--- src/rtl/key_event_scanner.sv ---
// Debounce/synchronise panel inputs, turn level changes into press/release events and
// queue them in a first-word-fall-through FIFO. Optional auto-repeat: KEYPAD_AUTOREPEAT_EN.
module key_event_scanner #(
    parameter int unsigned NCH       = 11,
    parameter int unsigned NDEB      = 5,
    parameter int unsigned NDELAY    = 650000,
    parameter int unsigned NBITS     = 20,
    parameter int unsigned CODE_W    = 4,
    parameter int unsigned AW        = 3,
    parameter int unsigned REP_DELAY = 25000000,
    parameter int unsigned REP_RATE  = 5000000
) (
    input  logic              clk,
    input  logic              reset,
    input  logic [NCH-1:0]    in_n,
    input  logic              rd_en,
    input  logic              clr_ovf,
    output logic              ev_valid,
    output logic [CODE_W-1:0] ev_code,
    output logic              ev_press,
    output logic              ev_rep,
    output logic [NCH-1:0]    level,
    output logic              ovf,
    output logic              led,
    output logic              irq_pin
);

    localparam int unsigned DEPTH = 2 ** AW;
    localparam int unsigned CW    = AW + 1;
`ifdef KEYPAD_AUTOREPEAT_EN
    localparam int unsigned EW    = CODE_W + 2;
`else
    localparam int unsigned EW    = CODE_W + 1;
`endif

    logic [NCH-1:0]    r_sync1;
    logic [NCH-1:0]    r_sync2;
    logic [NDEB-1:0]   r_cand;
    logic [NBITS-1:0]  r_cnt [NDEB];
    logic [NCH-1:0]    r_level;
    logic [NCH-1:0]    r_level_d;
    logic [NCH-1:0]    r_pend;

    logic [EW-1:0]     r_mem [DEPTH];
    logic [AW-1:0]     r_wr_ptr;
    logic [AW-1:0]     r_rd_ptr;
    logic [CW-1:0]     r_count;
    logic              r_ovf;

    logic              w_any_pend;
    logic [CODE_W-1:0] w_push_idx;
    logic              w_push_lvl;
    logic              w_push_deb;
    logic [NCH-1:0]    w_clr_mask;
    logic              w_full;
    logic              w_pop;
    logic              w_push_req;
    logic              w_push_ok;
    logic              w_drop_ovf;
    logic [EW-1:0]     w_push_data;
    logic [EW-1:0]     w_head;

    // Input synchroniser and per-channel debounce; candidates preload the raw level in reset.
    always_ff @(posedge clk) begin
        if (!reset) begin
            r_sync1 <= '0;
            r_sync2 <= '0;
            r_level <= '0;
            r_cand  <= ~in_n[NDEB-1:0];
            for (int unsigned i = 0; i < NDEB; i++) begin
                r_cnt[i] <= '0;
            end
        end else begin
            r_sync1 <= ~in_n;
            r_sync2 <= r_sync1;
            for (int unsigned i = 0; i < NDEB; i++) begin
                if (r_sync2[i] != r_cand[i]) begin
                    r_cand[i] <= r_sync2[i];
                    r_cnt[i]  <= '0;
                end else if (r_cnt[i] == NBITS'(NDELAY)) begin
                    r_level[i] <= r_cand[i];
                end else begin
                    r_cnt[i] <= r_cnt[i] + NBITS'(1);
                end
            end
            for (int unsigned i = NDEB; i < NCH; i++) begin
                r_level[i] <= r_sync2[i];
            end
        end
    end

    always_comb begin
        w_any_pend = 1'b0;
        w_push_idx = '0;
        w_push_lvl = 1'b0;
        w_push_deb = 1'b0;
        w_clr_mask = '0;
        for (int unsigned i = 0; i < NCH; i++) begin
            if (!w_any_pend && r_pend[i]) begin
                w_any_pend    = 1'b1;
                w_push_idx    = CODE_W'(i);
                w_push_lvl    = r_level[i];
                w_push_deb    = (i < NDEB);
                w_clr_mask[i] = 1'b1;
            end
        end
    end

    // The pushed bit is cleared even if a change lands the same cycle: the push already
    // carries the current level, so the two changes coalesce into one event.
    always_ff @(posedge clk) begin
        if (!reset) begin
            r_level_d <= '0;
            r_pend    <= '0;
        end else begin
            r_level_d <= r_level;
            r_pend    <= (r_pend | (r_level ^ r_level_d)) & ~w_clr_mask;
        end
    end

    assign w_full   = (r_count == CW'(DEPTH));
    assign ev_valid = (r_count != '0);
    assign w_pop    = rd_en & ev_valid;

`ifdef KEYPAD_AUTOREPEAT_EN
    localparam int unsigned RMAX = (REP_DELAY > REP_RATE) ? REP_DELAY : REP_RATE;
    localparam int unsigned RW   = $clog2(RMAX + 1);

    logic              r_rep_active;
    logic [CODE_W-1:0] r_last_key;
    logic [RW-1:0]     r_rep_cnt;
    logic              r_rep_pend;
    logic              w_rep_req;
    logic              w_deb_press;

    assign w_rep_req   = r_rep_pend & ~w_any_pend;
    assign w_deb_press = w_any_pend & w_push_lvl & w_push_deb;
    assign w_push_req  = w_any_pend | w_rep_req;
    assign w_push_data = w_any_pend ? {w_push_idx, w_push_lvl, 1'b0} : {r_last_key, 1'b1, 1'b1};

    // Timer loads one short so the repeat is pushed exactly REP_DELAY / REP_RATE
    // cycles apart, allowing for the cycle spent in rep_pend.
    always_ff @(posedge clk) begin
        if (!reset) begin
            r_rep_active <= 1'b0;
            r_last_key   <= '0;
            r_rep_cnt    <= '0;
            r_rep_pend   <= 1'b0;
        end else if (w_deb_press) begin
            r_rep_active <= 1'b1;
            r_last_key   <= w_push_idx;
            r_rep_cnt    <= RW'(REP_DELAY - 2);
            r_rep_pend   <= 1'b0;
        end else if (r_rep_active && !r_level[r_last_key]) begin
            r_rep_active <= 1'b0;
            r_rep_pend   <= 1'b0;
        end else begin
            if (w_rep_req) begin
                r_rep_pend <= 1'b0;
            end
            if (r_rep_active) begin
                if (r_rep_cnt == '0) begin
                    r_rep_pend <= 1'b1;
                    r_rep_cnt  <= RW'(REP_RATE - 1);
                end else begin
                    r_rep_cnt <= r_rep_cnt - RW'(1);
                end
            end
        end
    end

    assign ev_code  = ev_valid ? w_head[EW-1:2] : '0;
    assign ev_press = ev_valid & w_head[1];
    assign ev_rep   = ev_valid & w_head[0];
`else
    assign w_push_req  = w_any_pend;
    assign w_push_data = {w_push_idx, w_push_lvl};

    assign ev_code  = ev_valid ? w_head[EW-1:1] : '0;
    assign ev_press = ev_valid & w_head[0];
    assign ev_rep   = 1'b0;
`endif

    // A push into a full FIFO still succeeds when the head is popped the same cycle.
    assign w_push_ok  = w_push_req & (~w_full | w_pop);
    assign w_drop_ovf = w_any_pend & w_full & ~w_pop;
    assign w_head     = r_mem[r_rd_ptr];

    always_ff @(posedge clk) begin
        if (w_push_ok) begin
            r_mem[r_wr_ptr] <= w_push_data;
        end
    end

    always_ff @(posedge clk) begin
        if (!reset) begin
            r_wr_ptr <= '0;
            r_rd_ptr <= '0;
            r_count  <= '0;
        end else begin
            if (w_push_ok) begin
                r_wr_ptr <= r_wr_ptr + AW'(1);
            end
            if (w_pop) begin
                r_rd_ptr <= r_rd_ptr + AW'(1);
            end
            if (w_push_ok && !w_pop) begin
                r_count <= r_count + CW'(1);
            end else if (!w_push_ok && w_pop) begin
                r_count <= r_count - CW'(1);
            end
        end
    end

    always_ff @(posedge clk) begin
        if (!reset) begin
            r_ovf <= 1'b0;
        end else if (w_drop_ovf) begin
            r_ovf <= 1'b1;
        end else if (clr_ovf) begin
            r_ovf <= 1'b0;
        end
    end

    assign level   = r_level;
    assign ovf     = r_ovf;
    assign led     = |r_level;
    assign irq_pin = ev_valid;

endmodule
--- config.mk ---
export PLATFORM = sky130hd
export DESIGN_NAME = key_event_scanner
export DESIGN_NICKNAME = d
export VERILOG_FILES = /design/src/rtl/key_event_scanner.sv
export SDC_FILE = /design/constraint.sdc
export NUM_CORES = 1
export LEC_CHECK = 0
export CORE_ASPECT_RATIO = 0.7
export CORE_MARGIN = 2
export CORE_UTILIZATION = 55
export CTS_CLUSTER_SIZE = 16
export DETAILED_ROUTE_END_ITERATION = 16
export PLACE_DENSITY = 0.72
export SLEW_MARGIN = 15
export SYNTH_ARGS = -nofsm -noshare
export SYNTH_HDL_FRONTEND = slang
export SYNTH_SLANG_ARGS = --single-unit
--- constraint.sdc ---
create_clock -name clk -period 2.68 [get_ports clk]
set_input_delay 0.268 -clock clk [delete_from_list [all_inputs] [get_ports clk]]
set_output_delay 0.268 -clock clk [all_outputs]
set_load 0.1 [all_outputs]
==> impl_metrics.py <==
metrics = {
    "status": {
        "status": "completed",
    },
    "critical_path": {
        "critPathMaxStageDelay_ps": 450,
        "worstPathRequired_ps": 3110,
        "critPathMaxFanout": 6,
        "path_cells": "nor4_1, and4_1, nor2_1, ha_4, inv_4, ha_4, a21o_1, a21oi_2, mux2i_1, mux2i_1",
        "cp-start-kind": "flip-flop",
        "worst_path_max_delay_cell": "nor4_1",
        "r2r_slack_ps": 200,
        "worstPathArrival_ps": 2910,
        "critPathCaptureType": "flip-flop",
        "path_class": "reg2reg",
    },
    "drt": {
        "via_per_inst": 5.70,
        "ant_nets": 0,
        "wirelength_mm": 19.6,
        "dr.pass1.iters": 4,
        "drc": 0,
        "vias": 7042,
        "wl_per_cell_um": 15.8,
        "drt_iter0_drc": 619,
    },
    "sta": {
        "finalSetupViolCount": 0,
        "slew_headroom_pct": 23.3,
        "fin_skew_ps": 11.2,
        "period_minus_slack_ps": 2480,
        "slew_viol_final": 0,
        "final_critical_path_setup_slack_ps": 196,
        "tightest_slew_ps": 1150,
        "final-hold-violation-count": 0,
        "fmax_mhz": 403,
        "rsz0062_at_grt": "false",
        "fin_crit_sh_pct": 92.7,
    },
    "power_and_ir_drop": {
        "combPwrFrac_pct": 18.3,
        "p_int_mw": 5.92,
        "pwr-share-seq_pct": 45.3,
        "p_leak_nw": 4.07,
        "ir_drop_uv": 910,
        "clkPwrFrac_pct": 36.4,
        "p_sw_share_pct": 28.7,
        "p_per_area_nw_per_um2": 718,
        "p_sw_mw": 2.39,
    },
    "cells_and_area": {
        "syn_to_final_growth_pct": 13.6,
        "drive_gt1_share_pct": 12.0,
        "postLayoutCoreUtil_pct": 63.9,
        "nNetsFinal": 1016,
        "nFillCells": 1430,
        "antenna_cells": 0,
    },
    "yosys": {
        "synth_top_cells_by_count": "edfxtp_1 (145), nor2_1 (119), dfxtp_1 (69)",
        "netlist_area_sq_um": 10200,
        "synth-async-reset-ratio_pct": 0,
        "avgSynthCellArea_sq_um": 10.9,
        "synthFlopType": "edfxtp_1",
        "synth.most_common_cell": "edfxtp_1",
        "yosys.area.top_type": "edfxtp_1",
        "synth_top_area_share_pct": 42.7,
        "synthCells": 935,
        "ys_ff_latch": 214,
        "synth_edf_count": 145,
        "yosys_warnings": 0,
        "synth-seq-area-share_pct": 56.3,
        "synth.distinct_cells": 62,
        "synth_nets": 966,
        "ys_top_cells_by_area": "edfxtp_1 (43%), dfxtp_1 (14%), nor2_1 (4.4%), xnor2_1 (3.8%), xor2_1 (2.7%)",
    },
    "placed_design": {
        "dp_worst_setup_slack_ps": 239,
        "dp_hpwl_mm": 13.4,
        "portBuffers": 34,
        "gp_congestion": 0.799,
    },
    "clock_tree": {
        "cts_tree": "yes",
        "clockRootBuffer": "clkbuf_16",
        "cts_resized": 0,
        "numCtsBuffers": 21,
        "h-tree-depth": 1,
        "cts_setup_buffers": 0,
        "clk_pin_slew_ps": 70,
        "clk_latency_ps": 490,
        "ctsHoldBuffers": 0,
        "cts_sinks": 214,
        "cts_buffer_depth": 3,
    },
    "global_route": {
        "grt_pass1_vias": 6450,
        "grt_start_max_net_pins": 36,
        "track_usage_pct": 19.9,
        "grt_overflow": 0,
        "antenna_found_initial": 0,
        "grt_pass1_wl_mm": 32.6,
    },
    "floorplan": {
        "dieHeight_um": 118,
        "die_x_um": 167,
        "core-area_sq_um": 18100,
        "die-area_sq_um": 19600,
        "rows": 41,
        "initial_core_util_pct": 56.3,
        "pin_count": 36,
    },
    "job": {
        "cap_viol_max_count": 0,
    },
    "hold_path": {
        "hp-class": "in2reg",
    },
}
power by group through the flow:
| stage | clock network [mW] | logic (mW) | registers (mW) |
|---|---|---|---|
| 2_1_floorplan | 0 | 1.21 | 3.82 |
| 3_3_place_gp | 0 | 1.51 | 3.83 |
| 3_5_place_dp | 0 | 1.53 | 3.84 |
| 4_1_cts | 3.09 | 1.53 | 3.76 |
| 5_1_grt | 3.24 | 1.63 | 3.78 |
| 6_report | 3.02 | 1.52 | 3.76 |
cells by family (layout without fill, tap and decap cells):
kind of cell | after synthesis | after routing | synth area share [%]
muxes | 20 | 20 | 3.20
and+or+nand+nor | 398 | 398 | 20.9
other | 1 | 1 | 0.0368
AOI/OAI and AO/OA | 129 | 129 | 7.71
xor gates and xnor gates | 75 | 75 | 6.45
adders and majority gates | 16 | 16 | 2.04
DFF | 214 | 214 | 56.3
buffers and inverters | 82 | 146 | 3.35
critical path, delay by kind of cell, from the launching register on:
kind	cells	cell delay, ps
DFF	1	360
muxes	2	400
and+or+nand+nor	3	930
AOI/OAI and AO/OA	2	290
adders and majority gates	2	370
buffers and inverters	1	70
layout make-up:
class	count	area (sq um)	share of cell area (%)
Sequential cell	214	5740	49.6
Multi-Input combinational cell	639	4160	35.9
Clock buffer	25	583	5.04
Timing Repair Buffer	61	488	4.21
Tap cell	236	295	2.55
Inverter	48	186	1.61
Clock inverter	12	128	1.10
flip-flops by register name, indices dropped and copies added, names as in the netlist, named ones only:
signal / flops
r_cnt: 100
r_mem: 40
r_rd_ptr: 3
r_pend: 11
ovf: 1
r_sync2: 11
r_level_d: 11
r_cand: 5
r_count: 4
r_wr_ptr: 3
level: 11
r_sync1: 11
worst paths after layout:
kind,startpoint,end,depth (start not counted)
setup reg to reg,r_pend[2],r_count[3],10
setup / recovery,r_pend[2],r_count[3],10
hold / removal,reset,level[1],2
hold reg to reg,r_sync2[6],level[6],1
routing by layer:
| layer | up-vias | share of wire, % | global-route usage [%] |
|---|---|---|---|
| met2 | 153 | 41 | 28.4 |
| met5 | - | 0 | 0 |
| met4 | 0 | 1.5 | 3.72 |
| li1 | 3531 | - | - |
| met3 | 23 | 4.9 | 3.56 |
| met1 | 3335 | 53 | 31.8 |
cell usage in the layout (no fill, tap or decap), drive strengths merged, types with 3 or more instances in the layout:
cell,n
xor2,31
mux2i,9
or4b,5
o21a,4
clkinv,7
nor2,119
nand4,26
edfxtp,145
o21bai,4
clkbuf,25
nor2b,3
nor4,13
o21ai,34
nand3,41
nand3b,5
mux4,10
a211oi,4
nand2,42
or4,26
ha,15
o31ai,17
xnor2,44
a21oi,49
and4,5
o2bb2ai,3
nand4b,3
and2,30
inv,49
dfxtp,69
clkdlybuf4s50,13
nor3,27
buf,48
nor3b,6
or3,25
and3,6
or2,8
stage by stage:
| step | TNS (ps) | hold WS (ps) | std cells | total power [mW] | area, sq um |
|---|---|---|---|---|---|
| 4_1_cts | 0 | 260 | 1235 | 8.39 | 11600 |
| 5_1_grt | 0 | 306 | 1235 | 8.66 | 11600 |
| 3_3_place_gp | 0 | 413 | 1198 | 5.34 | 10900 |
| 3_5_place_dp | 0 | 419 | 1198 | 5.37 | 10900 |
| 2_1_floorplan | -71.4 | 335 | 935 | 5.03 | 10200 |
| 6_report | 0 | 274 | 1235 | 8.31 | 11600 |
No activity file was read; power rests on OpenSTA's default activity.
